$ cat config.mk
export PLATFORM = sky130hd
export DESIGN_NAME = regfile_writeback
export DESIGN_NICKNAME = d
export VERILOG_FILES = /design/src/rtl/regfile_writeback.sv
export SDC_FILE = /design/constraint.sdc
export NUM_CORES = 1
export LEC_CHECK = 0
export ABC_AREA = 1
export BUFFER_PORTS_ARGS = -buffer_cell sky130_fd_sc_hd__buf_2
export CORE_MARGIN = 5
export CORE_UTILIZATION = 50
export CTS_CLUSTER_SIZE = 24
export DETAILED_ROUTE_END_ITERATION = 8
export GPL_ROUTABILITY_DRIVEN = 1
export PLACE_DENSITY = 0.76
export SYNTH_ARGS = -nofsm -noshare
export SYNTH_HDL_FRONTEND = slang
export SYNTH_SLANG_ARGS = --single-unit
$ cat constraint.sdc
create_clock -name clock -period 7.9 [get_ports clock]
set_input_delay 1.58 -clock clock [delete_from_list [all_inputs] [get_ports clock]]
set_output_delay 1.58 -clock clock [all_outputs]
set_load 0.05 [all_outputs]
$ cat src/rtl/regfile_writeback.sv
// Writeback arbiter for the single register-file write port: ALU results vs. a FIFO of memory/long-op results,
// with a starvation override for the FIFO head and a per-register busy scoreboard for issued long ops.
module regfile_writeback #(
    parameter int XLEN         = 32,
    parameter int AW           = 5,
    parameter int QDEPTH       = 4,
    parameter int STARVE_LIMIT = 8
) (
    input  logic                     clock,
    input  logic                     reset,
    input  logic                     alu_valid,
    input  logic [AW-1:0]            alu_rd,
    input  logic [XLEN-1:0]          alu_data,
    output logic                     alu_stall,
    input  logic                     mem_valid,
    output logic                     mem_ready,
    input  logic [AW-1:0]            mem_rd,
    input  logic [XLEN-1:0]          mem_data,
    input  logic                     issue_valid,
    input  logic [AW-1:0]            issue_rd,
    output logic [2**AW-1:0]         busy,
    output logic                     RegWrite,
    output logic [AW-1:0]            rd,
    output logic [XLEN-1:0]          write_data,
    output logic [$clog2(QDEPTH):0]  queue_count
);
    localparam int PW   = $clog2(QDEPTH);
    localparam int CW   = PW + 1;
    localparam int SW   = $clog2(STARVE_LIMIT + 1);
    localparam int NREG = 2**AW;

    logic [AW-1:0]   q_rd_q  [QDEPTH];
    logic [XLEN-1:0] q_dat_q [QDEPTH];
    logic [PW-1:0]   wr_ptr_q, rd_ptr_q;
    logic [CW-1:0]   count_q, count_d;
    logic [SW-1:0]   starve_q, starve_d;
    logic [NREG-1:0] busy_q, busy_d;
    logic            we_q;
    logic [AW-1:0]   rd_q;
    logic [XLEN-1:0] wd_q;

    logic empty, full, force_pop, alu_take, alu_wr, pop, push;
    logic [AW-1:0] head_rd;

    assign empty     = (count_q == '0);
    assign full      = (count_q == CW'(QDEPTH));
    assign force_pop = !empty && (starve_q >= SW'(STARVE_LIMIT));
    assign alu_take  = alu_valid && (alu_rd != '0);
    assign pop       = !empty && (force_pop || !alu_take);
    assign alu_wr    = alu_take && !force_pop;
    assign head_rd   = q_rd_q[rd_ptr_q];

    // Readiness looks only at occupancy so upstream never sees a same-cycle pop dependency.
    assign mem_ready = !reset && !full;
    assign alu_stall = !reset && force_pop && alu_valid;
    assign push      = mem_valid && mem_ready && (mem_rd != '0);

    always_comb begin
        busy_d = busy_q;
        if (pop)
            busy_d[head_rd] = 1'b0;
        if (issue_valid && (issue_rd != '0))
            busy_d[issue_rd] = 1'b1;
        busy_d[0] = 1'b0;
    end

    always_comb begin
        starve_d = starve_q;
        if (pop || empty)
            starve_d = '0;
        else if (starve_q < SW'(STARVE_LIMIT))
            starve_d = starve_q + 1'b1;
    end

    always_comb begin
        count_d = count_q;
        if (push && !pop)
            count_d = count_q + 1'b1;
        else if (pop && !push)
            count_d = count_q - 1'b1;
    end

    always_ff @(posedge clock) begin
        if (push) begin
            q_rd_q[wr_ptr_q]  <= mem_rd;
            q_dat_q[wr_ptr_q] <= mem_data;
        end
    end

    always_ff @(posedge clock) begin
        if (reset) begin
            wr_ptr_q <= '0;
            rd_ptr_q <= '0;
            count_q  <= '0;
            starve_q <= '0;
            busy_q   <= '0;
            we_q     <= 1'b0;
            rd_q     <= '0;
            wd_q     <= '0;
        end else begin
            if (push)
                wr_ptr_q <= wr_ptr_q + 1'b1;
            if (pop)
                rd_ptr_q <= rd_ptr_q + 1'b1;
            count_q  <= count_d;
            starve_q <= starve_d;
            busy_q   <= busy_d;
            we_q     <= alu_wr || pop;
            // Index and data hold their last value on idle cycles.
            if (alu_wr) begin
                rd_q <= alu_rd;
                wd_q <= alu_data;
            end else if (pop) begin
                rd_q <= head_rd;
                wd_q <= q_dat_q[rd_ptr_q];
            end
        end
    end

    assign RegWrite    = we_q;
    assign rd          = rd_q;
    assign write_data  = wd_q;
    assign busy        = busy_q;
    assign queue_count = count_q;

endmodule
==> results of run 1 <==
placed cells by master (no fill, tap or decap), drive strengths merged, types with 7 or more instances in the layout:
cell type,count
a21oi,43
buf,162
clkbuf,30
clkinv,12
dfxtp,82
edfxtp,148
ha,7
inv,40
nand2,225
nand3,47
nor2,123
o211ai,11
o21ai,111
o22ai,21
critical path: cells and delay by family:
family | cells | cell delay, ps
buf+inv | 3 | 900
simple gates | 2 | 130
where the power goes:
group	leakage, nW	internal (mW)	switching (mW)
logic	1.94	0.232	0.743
clock network	0.391	0.654	0.467
registers	2.02	1.40	0.0609
total	4.35	2.29	1.27
cells in the mapped netlist (11+ instances only):
cell type,number
nand2_1,214
edfxtp_1,148
nor2_1,110
dfxtp_1,82
o21ai_0,72
a21oi_1,42
nand3_1,42
o21ai_1,39
inv_1,31
o22ai_1,21
clkbuf_1,18
buf_2,14
o211ai_1,11
sequential cells by signal, indices dropped and copies added (netlist names), named ones only:
name / cells
q_dat_q: 128
queue_count: 3
rd_ptr_q: 2
RegWrite: 1
starve_q: 4
busy: 31
rd: 5
wr_ptr_q: 2
q_rd_q: 20
write_data: 32
through the flow:
stage,area [um^2],power [mW],hold slack (ps),worst slack [ps]
6_report,11060,3.556,457.5,3701
5_1_grt,11060,3.731,471.9,3571
4_1_cts,11060,3.584,459.7,3707
3_5_place_dp,10260,2.461,452.1,3707
3_3_place_gp,10260,2.441,439.2,3723
2_1_floorplan,9360,2.221,432.9,2763
per-layer routing:
layer / part of all wire / up-vias
li1: - / 3434
met1: 0.43 / 3320
met2: 0.47 / 254
met3: 0.081 / 34
met4: 0.017 / 6
met5: 0.0021 / -
cells by family after synthesis:
| logic type | synth area share |
|---|---|
| AND/OR/NAND/NOR | 0.1867 |
| flip-flops | 0.6502 |
| AO/OA/AOI/OAI | 0.1084 |
| buffers and inverters | 0.04277 |
| adder cells (fa/ha/maj) | 0.01150 |
| other | 0.0004006 |
final cells by class:
type,instances,share of cell area
Antenna cell,1,0.0002263
Clock buffer,30,0.05826
Clock inverter,14,0.01358
Inverter,40,0.01392
Multi-Input combinational cell,604,0.2626
Sequential cell,230,0.5505
Tap cell,234,0.02647
Timing Repair Buffer,162,0.07444
worst max-delay path by stage:
stage	endpoint	slack (ps)	cells after the start	startpoint
finish	alu_stall	3700	5	reset
global placement	alu_stall	3720	5	reset
floorplan	q_dat_q[0][0]	2760	4	reset
CTS	alu_stall	3710	5	reset
global route	alu_stall	3570	5	reset
detailed placement	alu_stall	3710	5	reset
==> metrics.md, run 1 <==
| Metric | Value |
|---|---|
| Via Count | 7048 |
| Final Util | 0.5952 |
| Overflow after GRT | 0 |
| Pwr Density | 321.5 nW/um^2 |
| Rows | 50 |
| Worst Hold Path EP | busy[26] |
| Worst vdd ir | 0.0002038 V |
| Number of synthesized flops with an enable pin | 148 |
| All-Layer GR Usage | 0.2017 |
| P&R area growth vs syn | 18.15% |
| Crit path time final | 4199 ps |
| Total CTS buffers | 24 |
| Number of placed I/O pins | 159 |
| Crit path largest cell delay | 510 ps |
| DRC | 0 |
| Final setup vio count | 0 |
| Crit-path cells | buf_2 -> clkinv_1 -> nand2_1 -> nor2_1 -> buf_2 |
| Cell taking the most area after synthesis | edfxtp_1 |
| Final Skew | 12.07 ps |
| DP Wirelength | 13410 um |
| Layout Cells excl Fill | 1315 |
| Mapped Avg Cell Area | 10.19 um^2 |
| Placer Congestion | 0.8271 |
| GR peak layer | met2 |
| Initial core utilization | 0.5038 |
| Main synth FF type | edfxtp_1 |
| Async SR Flop Fraction | 0 |
| Fmax | 238.1 MHz |
| Die area | 21560 um^2 |
| FF-to-FF End | busy[4] |
| Hold Buf Count CTS | 0 |
| CTS tree | yes |
| Met3 Use GR | 0.04997 |
| R2R depth | 10 |
| Clk sinks | 230 |
| Fin nets | 1154 |
| Global-route wire length before repair | 35270 um |
| Kind of critical path | in -> out |
| Worst-Margin Slew | 1189 ps |
| Unique cell type count in the Yosys netlist | 35 |
| Worst hold path class | reg -> reg |
| DRT antenna net count | 0 |
| Final period util | 0.5315 |
| Critical path arrival | 2620 ps |
| TNS Setup | 0 ps |
| Die height | 146.8 um |
| Initial antenna violation count | 4 |
| Hold Fails Final Rpt | 0 |
| Register bit count reported by yosys | 230 |
| Synth Warn # | 0 |
| Post-CTS setup buffers | 0 |
| Sequential-to-total area share from yosys stat | 0.6502 |
| FF+latch area | 6088 um^2 |
| Initial DRC Count | 533 |
| CTS Buffer Depth | 3 |
| H-tree depth | 1 |
| Length of the first detailed-routing pass in iterations | 5 |
| Vias in the first global route | 6818 |
| Share of the synthesized area in the top cell type | 0.4748 |
| Most used cell, CP | buf_2 |
| Pleak | 4.347 nW |
| Largest net degree at the start of global routing | 78 |
| Worst setup SP type | input pin |
| M1 GR Usage | 0.2683 |
| # fillers | 1514 |
| Detailed Route WL | 22100 um |
| Hold Startpoint | busy[26] |
| Hold depth | 2 |
| CP max FO | 35 |
| WP data required | 6320 ps |
| Ranking of synthesized cells by area | edfxtp_1 47%, dfxtp_1 18%, nand2_1 8.6% |
| Status | complete, no violations |
| CP max-delay cell | buf_2 |
| Reg2Reg Setup Slack | 4990 ps |
| RSZ-0062 raised after global routing | false |
| Multi-input logic area | 2904 um^2 |
| Fraction of layout cells with a size suffix above 1 | 0.2259 |
| Slew Limit Headroom | 0.2057 |
| Post-Syn Instances | 919 |
| DIE WIDTH | 146.8 um |
| Post-cts sizing count | 0 |
| Vias per inst | 5.360 |
| Max-cap violations | 0 |
| Slew Limit Fails | 0 |
| Clock Pin Slew Worst Setup and Hold Paths | 60 ps |
| Syn_nets | 1011 |
| Post-Syn Area | 9360 um^2 |
| Wire per inst | 16.81 um |
| Buffers on Ports | 157 |
| CP Capture Type | output pin |
| Clk root buf | clkbuf_16 |
| Core Area | 18580 um^2 |
| Clock Latency Late Sink | 510 ps |
| Placed insts | 1270 |
| GRT met2 Usage | 0.3349 |
Note: power is estimated with default switching activity, not from simulation.
==> run 2: changes to the inputs <==
- clock period: 7.9 -> 4.3 ns (I/O delays scaled with it)
==> metrics.md, run 2 (same netlist as run 1, synthesis figures left out) <==
| Metric | Value |
|---|---|
| Wire per inst | 16.85 um |
| CP max FO | 35 |
| Slew Limit Headroom | 0.2355 |
| Critical path arrival | 1900 ps |
| Via Count | 7005 |
| Fmax | 362.5 MHz |
| # fillers | 1522 |
| Most common cell after layout, fill and taps aside | nand2_1 |
| Largest net degree at the start of global routing | 77 |
| Detailed Route WL | 22210 um |
| Pleak | 4.357 nW |
| Clk sinks | 230 |
| Die height | 146.8 um |
| DIE WIDTH | 146.8 um |
| Placed insts | 1277 |
| Layout Cells excl Fill | 1318 |
| RSZ-0062 raised after global routing | false |
| Fraction of layout cells with a size suffix above 1 | 0.2288 |
| Post-CTS setup buffers | 0 |
| Post-placement setup slack | 1094 ps |
| Worst setup SP type | input pin |
| Crit path largest cell delay | 510 ps |
| Pwr Density | 585.2 nW/um^2 |
| Worst hold path class | reg -> reg |
| Global-route wire length before repair | 35020 um |
| Post-cts sizing count | 0 |
| Setup crit start | reset |
| Die area | 21560 um^2 |
| Rows | 50 |
| All-Layer GR Usage | 0.2012 |
| Final Skew | 11.91 ps |
| Hold Startpoint | busy[25] |
| Initial antenna violation count | 3 |
| Final setup vio count | 0 |
| Kind of critical path | in -> out |
| Slew Limit Fails | 0 |
| Total CTS buffers | 23 |
| Most frequent cells in the layout | 214 x nand2_1, 157 x buf_2, 148 x edfxtp_1 |
| Placer Congestion | 0.8346 |
| Hold Fails Final Rpt | 0 |
| Clock Pin Slew Worst Setup and Hold Paths | 60 ps |
| Number of placed I/O pins | 159 |
| Clock Latency Late Sink | 510 ps |
| CP max-delay cell | buf_2 |
| Worst vdd ir | 0.0003139 V |
| Largest register FFs | 128 |
| H-tree depth | 1 |
| WP data required | 3440 ps |
| R2R depth | 11 |
| DRC | 0 |
| DRT antenna net count | 0 |
| Most used cell, CP | buf_2 |
| # diodes | 0 |
| Biggest register | q_dat_q |
| CP Capture Type | output pin |
| Overflow after GRT | 0 |
| Worst r2r src | queue_count[1] |
| Status | complete, no violations |
| P&R area growth vs syn | 18.25% |
| Crit path time final | 2759 ps |
| Crit-path cells | buf_2 -> clkinv_1 -> nand2_1 -> nor2_1 -> buf_2 |
| Worst hold slack | 455.5 ps |
| Initial core utilization | 0.5038 |
| Fin nets | 1160 |
| Hold depth | 2 |
| Length of the first detailed-routing pass in iterations | 5 |
| Buffers on Ports | 157 |
| CTS tree | yes |
| Setup ws final | 1541 ps |
| Vias in the first global route | 6639 |
| Initial DRC Count | 593 |
| Max-cap violations | 0 |
| Hold Buf Count CTS | 0 |
| DP Wirelength | 13980 um |
| Final period util | 0.6416 |
| CTS Buffer Depth | 3 |
| Core Area | 18580 um^2 |
| Vias per inst | 5.315 |
| Final Util | 0.5957 |
| Worst-Margin Slew | 1145 ps |
| Clk root buf | clkbuf_16 |
==> run 2: cell type report <==
type                            count  area [um^2]  share of cell area
Sequential cell                   230         6088              0.5501
Multi-Input combinational cell    604         2904              0.2624
Timing Repair Buffer              169        875.8             0.07913
Clock buffer                       27        600.6             0.05426
Tap cell                          234        292.8             0.02645
Inverter                           40        153.9             0.01390
Clock inverter                     14        152.6             0.01379
==> run 2: final timing paths <==
check	end	slack, ps
max reg2reg	queue_count[2]	1860
min	busy[25]	460
min reg2reg	busy[25]	460
max	alu_stall	1540
==> run 2: worst max-delay path, delay by kind of cell <==
family	cells	cell delay, ps
buffers and inverters	3	900
AND/OR/NAND/NOR	2	140
==> run 2: per-layer routing <==
metal,track usage,wire [um],up-vias
met5,0,34,-
li1,-,-,3449
met2,0.3303,10360,243
met4,0.04751,359,6
met1,0.2759,9689,3274
met3,0.04380,1767,33
==> run 2: power breakdown <==
group          internal (mW)  leakage, nW  switching [mW]
Sequential              2.57         2.02           0.103
Clock                   1.18        0.364           0.810
Combinational          0.433         1.98            1.38
==> run 2: metrics by stage <==
step / cell area, um^2 / power, mW / TNS (ps)
floorplan: 9360 / 4.081 / -17350
global placement: 10310 / 4.501 / 0
detailed placement: 10310 / 4.536 / 0
CTS: 11070 / 6.524 / 0
global route: 11070 / 6.790 / 0
finish: 11070 / 6.477 / 0
